`config.mk`:
```
export PLATFORM = sky130hd
export DESIGN_NAME = axi4_lite_rd_flat
export DESIGN_NICKNAME = d
export VERILOG_FILES = /design/src/rtl/axi4_lite_rd_if.sv /design/src/rtl/axi4_lite_rd.sv /design/src/flat_wrapper.sv
export SDC_FILE = /design/constraint.sdc
export NUM_CORES = 1
export LEC_CHECK = 0
export ABC_AREA = 1
export BUFFER_PORTS_ARGS = -buffer_cell sky130_fd_sc_hd__buf_2
export CAP_MARGIN = 20
export CORE_UTILIZATION = 41
export DETAILED_ROUTE_END_ITERATION = 10
export GPL_TIMING_DRIVEN = 0
export PLACE_DENSITY = 0.76
export SLEW_MARGIN = 20
export SYNTH_ARGS = -nofsm -noshare
export SYNTH_HDL_FRONTEND = slang
export SYNTH_SLANG_ARGS = --single-unit
```
`constraint.sdc`:
```
create_clock -name clk -period 1.55 [get_ports clk]
set_clock_uncertainty 0.2 [all_clocks]
set_input_delay 0.155 -clock clk [delete_from_list [all_inputs] [get_ports clk]]
set_output_delay 0.155 -clock clk [all_outputs]
set_load 0.01 [all_outputs]
```
`src/rtl/axi4_lite_rd_if.sv`:
```
// AXI4-Lite read-channel bundle (AR + R) shared by the read initiator and its slave.
interface axi4_lite_rd_if #(
  parameter int ADDR_W = 32,
  parameter int DATA_W = 32
);
  logic [ADDR_W-1:0] s_axi_araddr;
  logic [2:0]        s_axi_arprot;
  logic              s_axi_arvalid;
  logic              s_axi_arready;
  logic [DATA_W-1:0] s_axi_rdata;
  logic [1:0]        s_axi_rresp;
  logic              s_axi_rvalid;
  logic              s_axi_rready;

  modport master (
    output s_axi_araddr, s_axi_arprot, s_axi_arvalid, s_axi_rready,
    input  s_axi_arready, s_axi_rdata, s_axi_rresp, s_axi_rvalid
  );

  modport slave (
    input  s_axi_araddr, s_axi_arprot, s_axi_arvalid, s_axi_rready,
    output s_axi_arready, s_axi_rdata, s_axi_rresp, s_axi_rvalid
  );
endinterface

```
`src/rtl/axi4_lite_rd.sv`:
```
// AXI4-Lite single-beat read initiator: one user request -> one AR/R transaction.
// Optional abort of a hung slave when AXI4_LITE_RD_TIMEOUT_EN is defined.
module axi4_lite_rd #(
  parameter int ADDR_W         = 32,
  parameter int DATA_W         = 32,
  parameter int TIMEOUT_CYCLES = 1024
) (
  input  logic              clk,
  input  logic              arst_n,
  input  logic [ADDR_W-1:0] rd_addr,
  input  logic              rd_valid,
  output logic              rd_ready,
  output logic [DATA_W-1:0] rd_data,
  output logic [1:0]        rd_resp,
  output logic              rd_timeout,
  output logic              rd_dvalid,
  input  logic              rd_dready,
  axi4_lite_rd_if.master    s_axi
);

  typedef enum logic [3:0] {
    SM_IDLE      = 4'b0001,
    SM_RD_ADDR   = 4'b0010,
    SM_WAIT_DATA = 4'b0100,
    SM_RD_DONE   = 4'b1000
  } state_e;

  state_e            state_q, state_d;
  logic [ADDR_W-1:0] araddr_q, araddr_d;
  logic [DATA_W-1:0] rd_data_q, rd_data_d;
  logic [1:0]        rd_resp_q, rd_resp_d;
  logic              rd_timeout_d;
  logic              rd_timeout_s;
  logic              timeout_hit_s;

`ifdef AXI4_LITE_RD_TIMEOUT_EN
  localparam int CNT_W = ($clog2(TIMEOUT_CYCLES) > 0) ? $clog2(TIMEOUT_CYCLES) : 1;
  localparam logic [CNT_W-1:0] CNT_LAST = CNT_W'(TIMEOUT_CYCLES - 1);

  logic [CNT_W-1:0] cnt_q, cnt_d;
  logic             rd_timeout_q;

  // Timeout counter next value: runs only while the slave owes us a handshake.
  always_comb begin
    cnt_d = {CNT_W{1'b0}};
    if ((state_q == SM_RD_ADDR) || (state_q == SM_WAIT_DATA)) begin
      cnt_d = cnt_q + {{(CNT_W-1){1'b0}}, 1'b1};
    end else begin
      cnt_d = {CNT_W{1'b0}};
    end
  end

  // Timeout counter and timeout flag registers.
  always_ff @(posedge clk or negedge arst_n) begin
    if (!arst_n) begin
      cnt_q        <= {CNT_W{1'b0}};
      rd_timeout_q <= 1'b0;
    end else begin
      cnt_q        <= cnt_d;
      rd_timeout_q <= rd_timeout_d;
    end
  end

  assign timeout_hit_s = (cnt_q == CNT_LAST);
  assign rd_timeout_s  = rd_timeout_q;
`else
  logic unused_timeout_s;

  assign timeout_hit_s    = 1'b0;
  assign rd_timeout_s     = 1'b0;
  assign unused_timeout_s = rd_timeout_d ^ (TIMEOUT_CYCLES > 0);
`endif

  // Next-state and captured-data logic.
  always_comb begin
    state_d      = state_q;
    araddr_d     = araddr_q;
    rd_data_d    = rd_data_q;
    rd_resp_d    = rd_resp_q;
    rd_timeout_d = rd_timeout_s;
    case (state_q)
      SM_IDLE: begin
        if (rd_valid) begin
          araddr_d = rd_addr;
          state_d  = SM_RD_ADDR;
        end else begin
          state_d  = SM_IDLE;
        end
      end
      SM_RD_ADDR: begin
        // A handshake on the terminal count wins over the abort.
        if (s_axi.s_axi_arready) begin
          state_d = SM_WAIT_DATA;
        end else if (timeout_hit_s) begin
          rd_data_d    = {DATA_W{1'b0}};
          rd_resp_d    = 2'b10;
          rd_timeout_d = 1'b1;
          state_d      = SM_RD_DONE;
        end else begin
          state_d = SM_RD_ADDR;
        end
      end
      SM_WAIT_DATA: begin
        if (s_axi.s_axi_rvalid) begin
          rd_data_d    = s_axi.s_axi_rdata;
          rd_resp_d    = s_axi.s_axi_rresp;
          rd_timeout_d = 1'b0;
          state_d      = SM_RD_DONE;
        end else if (timeout_hit_s) begin
          rd_data_d    = {DATA_W{1'b0}};
          rd_resp_d    = 2'b10;
          rd_timeout_d = 1'b1;
          state_d      = SM_RD_DONE;
        end else begin
          state_d = SM_WAIT_DATA;
        end
      end
      SM_RD_DONE: begin
        if (rd_dready) begin
          state_d = SM_IDLE;
        end else begin
          state_d = SM_RD_DONE;
        end
      end
      default: begin
        state_d = SM_IDLE;
      end
    endcase
  end

  // State and datapath registers.
  always_ff @(posedge clk or negedge arst_n) begin
    if (!arst_n) begin
      state_q   <= SM_IDLE;
      araddr_q  <= {ADDR_W{1'b0}};
      rd_data_q <= {DATA_W{1'b0}};
      rd_resp_q <= 2'b00;
    end else begin
      state_q   <= state_d;
      araddr_q  <= araddr_d;
      rd_data_q <= rd_data_d;
      rd_resp_q <= rd_resp_d;
    end
  end

  // Every handshake output is a decode of the one-hot state register.
  assign rd_ready            = (state_q == SM_IDLE);
  assign rd_dvalid           = (state_q == SM_RD_DONE);
  assign rd_data             = rd_data_q;
  assign rd_resp             = rd_resp_q;
  assign rd_timeout          = rd_timeout_s;
  assign s_axi.s_axi_araddr  = araddr_q;
  assign s_axi.s_axi_arprot  = 3'b000;
  assign s_axi.s_axi_arvalid = (state_q == SM_RD_ADDR);
  assign s_axi.s_axi_rready  = (state_q == SM_WAIT_DATA);

endmodule

```
`src/flat_wrapper.sv`:
```
// flat-port wrapper written by rule: the top's interface ports become plain ports
module axi4_lite_rd_flat 
#(
  parameter int ADDR_W         = 32,
  parameter int DATA_W         = 32,
  parameter int TIMEOUT_CYCLES = 1024
)
  (clk, arst_n, rd_addr, rd_valid, rd_ready, rd_data, rd_resp, rd_timeout, rd_dvalid, rd_dready, s_axi_s_axi_araddr, s_axi_s_axi_arprot, s_axi_s_axi_arvalid, s_axi_s_axi_rready, s_axi_s_axi_arready, s_axi_s_axi_rdata, s_axi_s_axi_rresp, s_axi_s_axi_rvalid);
  axi4_lite_rd_if #(.ADDR_W(ADDR_W), .DATA_W(DATA_W)) s_axi_i ();
  input  logic clk;
  input  logic arst_n;
  input  logic [ADDR_W-1:0] rd_addr;
  input  logic rd_valid;
  output logic rd_ready;
  output logic [DATA_W-1:0] rd_data;
  output logic [1:0] rd_resp;
  output logic rd_timeout;
  output logic rd_dvalid;
  input  logic rd_dready;
  output wire logic [$bits(s_axi_i.s_axi_araddr)-1:0] s_axi_s_axi_araddr;
  output wire logic [$bits(s_axi_i.s_axi_arprot)-1:0] s_axi_s_axi_arprot;
  output wire logic [$bits(s_axi_i.s_axi_arvalid)-1:0] s_axi_s_axi_arvalid;
  output wire logic [$bits(s_axi_i.s_axi_rready)-1:0] s_axi_s_axi_rready;
  input wire logic [$bits(s_axi_i.s_axi_arready)-1:0] s_axi_s_axi_arready;
  input wire logic [$bits(s_axi_i.s_axi_rdata)-1:0] s_axi_s_axi_rdata;
  input wire logic [$bits(s_axi_i.s_axi_rresp)-1:0] s_axi_s_axi_rresp;
  input wire logic [$bits(s_axi_i.s_axi_rvalid)-1:0] s_axi_s_axi_rvalid;
  assign s_axi_s_axi_araddr = s_axi_i.s_axi_araddr;
  assign s_axi_s_axi_arprot = s_axi_i.s_axi_arprot;
  assign s_axi_s_axi_arvalid = s_axi_i.s_axi_arvalid;
  assign s_axi_s_axi_rready = s_axi_i.s_axi_rready;
  assign s_axi_i.s_axi_arready = s_axi_s_axi_arready;
  assign s_axi_i.s_axi_rdata = s_axi_s_axi_rdata;
  assign s_axi_i.s_axi_rresp = s_axi_s_axi_rresp;
  assign s_axi_i.s_axi_rvalid = s_axi_s_axi_rvalid;
  axi4_lite_rd #(.ADDR_W(ADDR_W), .DATA_W(DATA_W), .TIMEOUT_CYCLES(TIMEOUT_CYCLES)) u_core (.clk(clk), .arst_n(arst_n), .rd_addr(rd_addr), .rd_valid(rd_valid), .rd_ready(rd_ready), .rd_data(rd_data), .rd_resp(rd_resp), .rd_timeout(rd_timeout), .rd_dvalid(rd_dvalid), .rd_dready(rd_dready), .s_axi(s_axi_i));
endmodule
```
Yosys cells after proc, flatten, opt, wreduce, memory -nomap -nowiden
Cells that the tools add are included.
{"block": "totals", "reg_bits": 70, "input_bits": 72, "out_inout_bits": 74, "wordCells": 15}
{"block": "op_classes", "eq_ne": 4, "muxes": 5, "reduce_logical": 2}
{"operator": "4-bit one-hot mux with 4 select lines", "count": 1}
{"operator": "4-bit two-way mux", "count": 2}
{"operator": "4-bit by 1-bit == test with 1-bit output (second input constant)", "count": 1}
{"operator": "4-bit by 2-bit == test with 1-bit output (second input constant)", "count": 1}
{"operator": "4-bit by 3-bit == test with 1-bit output (second input constant)", "count": 1}
{"operator": "4-bit == test (second input constant)", "count": 1}
{"operator": "2-bit AND reduction", "count": 2}
{"operator": "3-bit two-way mux", "count": 1}
{"operator": "2-bit two-way mux", "count": 1}

Longest topological paths before layout
{"block": "depth", "ltp_word": 2, "ltp_mapped": 7, "depth_no_buf": 6}

Least setup slack after synthesis
OpenSTA, ideal clock, no wires.
{"block": "synth_path", "path_kind": "flip-flop to flip-flop", "from": "register u_core.state_q[0]", "to": "register u_core.araddr_q[11], in the netlist u_core.s_axi.s_axi_araddr[11]", "setup_ns": 0.117, "arrival_time_ns": 1.120, "required_time_ns": 1.233, "slack_ns": 0.113, "path_stages_with_launch": 7, "path_buffers": 1, "period_less_slack_ns": 1.437, "cell_sequence": "dfstp_2 > nand2_1 > nor2_4 > nand2_4 > buf_6 > nand2_1 > nand2_1"}
{"block": "synth_between", "elab_chain_cells": 2}
{"item": "from (decl)", "line_no": "axi4_lite_rd.sv:28", "source": "state_e state_q, state_d;"}
{"item": "from (signal assigned)", "line_no": "axi4_lite_rd.sv:139", "source": "state_q <= state_d;"}
{"item": "4-bit by 1-bit == test with 1-bit output", "line_no": "axi4_lite_rd.sv:81", "source": "case (state_q)"}
{"item": "2-bit AND reduction (no line)"}
{"item": "to (signal assigned)", "line_no": "axi4_lite_rd.sv:135", "source": "araddr_q <= {ADDR_W{1'b0}};"}
{"item": "to (signal assigned)", "line_no": "axi4_lite_rd.sv:140", "source": "araddr_q <= araddr_d;"}
{"item": "to (decl)", "line_no": "axi4_lite_rd.sv:29", "source": "logic [ADDR_W-1:0] araddr_q, araddr_d;"}
Every way passes these cells.
A chain may end at the register's enable or synchronous reset.

Worst setup path after layout
{"block": "layout_path", "from": "register u_core.state_q[1]", "to": "output rd_dvalid"}
{"block": "layout_between", "elab_chain_cells": 1}
{"item": "4-bit == test", "line_no": "axi4_lite_rd.sv:148", "source": "assign rd_dvalid = (state_q == SM_RD_DONE);"}
{"item": "to (decl)", "line_no": "flat_wrapper.sv:18", "source": "output logic rd_dvalid;"}
Every way passes these cells.

==> results.tsv <==
stage	metric	value	unit
setup_path	Worst setup SP type	register	
synth	Cell Area, Synth	2940	um^2
detailed_routing	DRC violations left	0	
cells_and_area	# diodes	0	
die	die area	7520	um^2
pwr	Clock power frac	0.180	
sta	setup violators final	6	
die	Boundary Pins	146	
status	failing checks	negative setup slack	
pwr	total power draw	7.67	mW
cells_and_area	P&R area growth vs syn	71.8	%
synth	number of synthesized flops with an enable pin	0	
setup_path	R2R cell count	8	
detailed_routing	Via density	4.72	
synth	Yosys top cell area share	0.587	
detailed_routing	Vias	3204	
global_routing	grt ovf	0	
placement	Placed Instances	568	
synth	post-synthesis average cell area	8.94	um^2
placement	Final HPWL DP	5.04	mm
global_routing	vias in the first global route	3030	
cells_and_area	final core utilization	0.736	
global_routing	GRT Total Usage	0.240	
cells_and_area	share of cells above drive strength 1	0.389	
sta	worst slew pin tran	0.539	ns
die	Std-Cell Rows	30	
placement	post-place setup slack	-0.0265	ns
sta	max-slew violations	0	
setup_path	r2r startpoint	u_core.state_q[0]	
synth	Synth Register Bits	70	
global_routing	first-pass GRT wire length	13.8	mm
min_path	worst hold path type	input pin to asynchronous set/reset pin	
synth	Yosys cell types	18	
sta	RSZ-0062 raised after global routing	yes	
setup_path	Setup Crit Path Kind	register to primary output	
clock_tree	Reg clk slew, reported paths	0.07	ns
sta	hold slack	0.0939	ns
pwr	Sw Ratio	0.364	
setup_path	critical path data required time	1.19	ns
clock_tree	H-tree levels	3	
detailed_routing	Post-Route WL	9.06	mm
synth	top post-synthesis cells by area	dfrtp_1 (59%), nand2_1 (18%), nand3_1 (11%)	
placement	GP Congestion	0.778	
synth	post-synth top area cell	dfrtp_1	
placement	IO Port Bufs	139	
detailed_routing	DRT iter0 DRCs	91	
die	initial core utilization	0.428	
synth	Synth Warn #	0	
setup_path	arrival time worst endpoint	1.34	ns
global_routing	initial antenna violation count	0	
pwr	sequential power share	0.377	
pwr	pwr dens	1520	nW/um^2
sta	Fmax	589	MHz
setup_path	Worst Setup End Kind	primary output	
sta	min cycle time layout	1.70	ns
cells_and_area	non-filler cells, final	679	
synth	cell count after synthesis	329	
die	die height	86.7	um
die	core area	6870	um^2
detailed_routing	drt pass-1 iters	4	
setup_path	critical path startpoint	u_core.state_q[1]	
synth	async set-reset flop share out of synthesis	1.00	
setup_path	Worst Path Max Fanout	3	
cells_and_area	FILL cells	524	
clock_tree	clock insertion delay at the later pin of the skew report	0.33	ns
clock_tree	Max clock buf depth	2	
detailed_routing	Avg WL per Cell	13.3	um
clock_tree	CTS tree	yes	
clock_tree	CTS buffer count	9	
sta	setup ws final	-0.147	ns
synth	register area share after synthesis	0.596	
job	max_cap viols	0	
global_routing	largest net degree at the start of global routing	41	
synth	Most used DFF post-synth	dfrtp_1	
die	die width	86.7	um
clock_tree	# clock sinks	70	
sta	final worst-path cycle share	1.09	
pwr	Worst VDD drop	0.000901	V
synth	most frequent cell after synthesis	nand2_1	
pwr	P_int	4.88	mW
status	status	complete, but fails checks	
sta	Fin. Hold Viols	0	
cells_and_area	NumNets Final	651	
pwr	Combinational Power Share	0.443	
sta	Slew headroom	0.641	
synth	Synth top cells by count	nand2_1 (142), dfrtp_1 (69), nand3_1 (67)	
pwr	switching power	2.80	mW
pwr	P_leak	2.83	nW
clock_tree	clock tree root driver cell	clkbuf_8	
detailed_routing	final antenna-violating net count	0	
what timing repair did:
item,CTS,global route
hold buffers,70,0
gates resized for setup,11,32
buffers inserted,9,16
endpoints found under the hold margin,140,0
setup endpoints to repair,29,64
pin swaps,3,4
cloned,0,2
cell usage in the layout (no fill, tap or decap):
| cell | Yosys | routed |
|---|---|---|
| buf_12 | 0 | 3 |
| buf_2 | 5 | 140 |
| buf_4 | 7 | 27 |
| buf_6 | 10 | 13 |
| buf_8 | 0 | 4 |
| clkbuf_1 | 3 | 5 |
| clkbuf_16 | 0 | 1 |
| clkbuf_8 | 0 | 13 |
| conb_1 | 1 | 4 |
| dfrtp_1 | 69 | 69 |
| dfstp_2 | 1 | 1 |
| dlygate4sd3_1 | 0 | 70 |
| inv_1 | 6 | 4 |
| inv_2 | 3 | 5 |
| nand2_1 | 142 | 134 |
| nand2_2 | 1 | 7 |
| nand2_4 | 1 | 2 |
| nand2_8 | 0 | 1 |
| nand3_1 | 67 | 61 |
| nand3_2 | 0 | 6 |
| nand4_1 | 1 | 1 |
| nor2_1 | 7 | 5 |
| nor2_4 | 1 | 4 |
| o21ai_0 | 3 | 2 |
| o21ai_1 | 0 | 1 |
kinds of logic after synthesis:
logic type | Yosys count | share of synthesized area
other | 1 | 0.00127
AOI/OAI and AO/OA | 3 | 0.00510
buffers and inverters | 34 | 0.0799
DFF | 70 | 0.596
and+or+nand+nor | 221 | 0.318
path summary, 6_finish.rpt:
path | end | slack [ns]
min in group clk | u_core.state_q[2] | 0.10
hold reg to reg | u_core.rd_data[24] | 0.27
max in group asynchronous | u_core.rd_data[30] | 0.50
hold / removal | u_core.s_axi.s_axi_araddr[5] | 0.09
setup reg to reg | u_core.rd_data[13] | 0
setup / recovery | rd_dvalid | -0.15
power by group through the flow:
stage / registers [mW] / logic (mW) / clock network [mW]
3_5_place_dp: 2.90 / 2.66 / 0
4_1_cts: 2.87 / 3.03 / 1.42
2_1_floorplan: 3.22 / 1.22 / 0
6_report: 2.90 / 3.40 / 1.38
3_3_place_gp: 2.87 / 2.58 / 0
5_1_grt: 2.98 / 3.75 / 1.48
state kept, by name, summed over array words and instances, names as in the netlist:
name,flops
u_core.rd_data,32
u_core.rd_resp,2
u_core.s_axi.s_axi_araddr,32
u_core.state_q,4
stage by stage:
stage	cell area (um^2)	setup TNS, ns
2_1_floorplan	2950	0
3_3_place_gp	3770	-14.73
3_5_place_dp	3790	-0.183
4_1_cts	4790	-0.591
5_1_grt	5050	-2.72
6_report	5050	-0.362
final cells by class:
cell class	instances	area (um^2)	share of cell area
multi-input combinational	228	1050	0.209
sequential	70	1750	0.347
clock buffer	15	186	0.0369
buffer	24	205	0.0406
inverter	9	33.8	0.00668
tap	96	120	0.0238
timing repair buffer	237	1700	0.337
routing by layer:
layer  track usage  wire (um)
met2         0.429       4780
met3        0.0524        437
met1         0.273       3600
met5             0          0
met4         0.115        252
critical path: stages (launching register included):
cell	delay (ns)
dfrtp_1	0.40
inv_2	0.10
nand2_4	0.06
buf_4	0.13
buf_6	0.11
nor2_4	0.10
buf_6	0.11
Power figures use the tool's default switching activity.
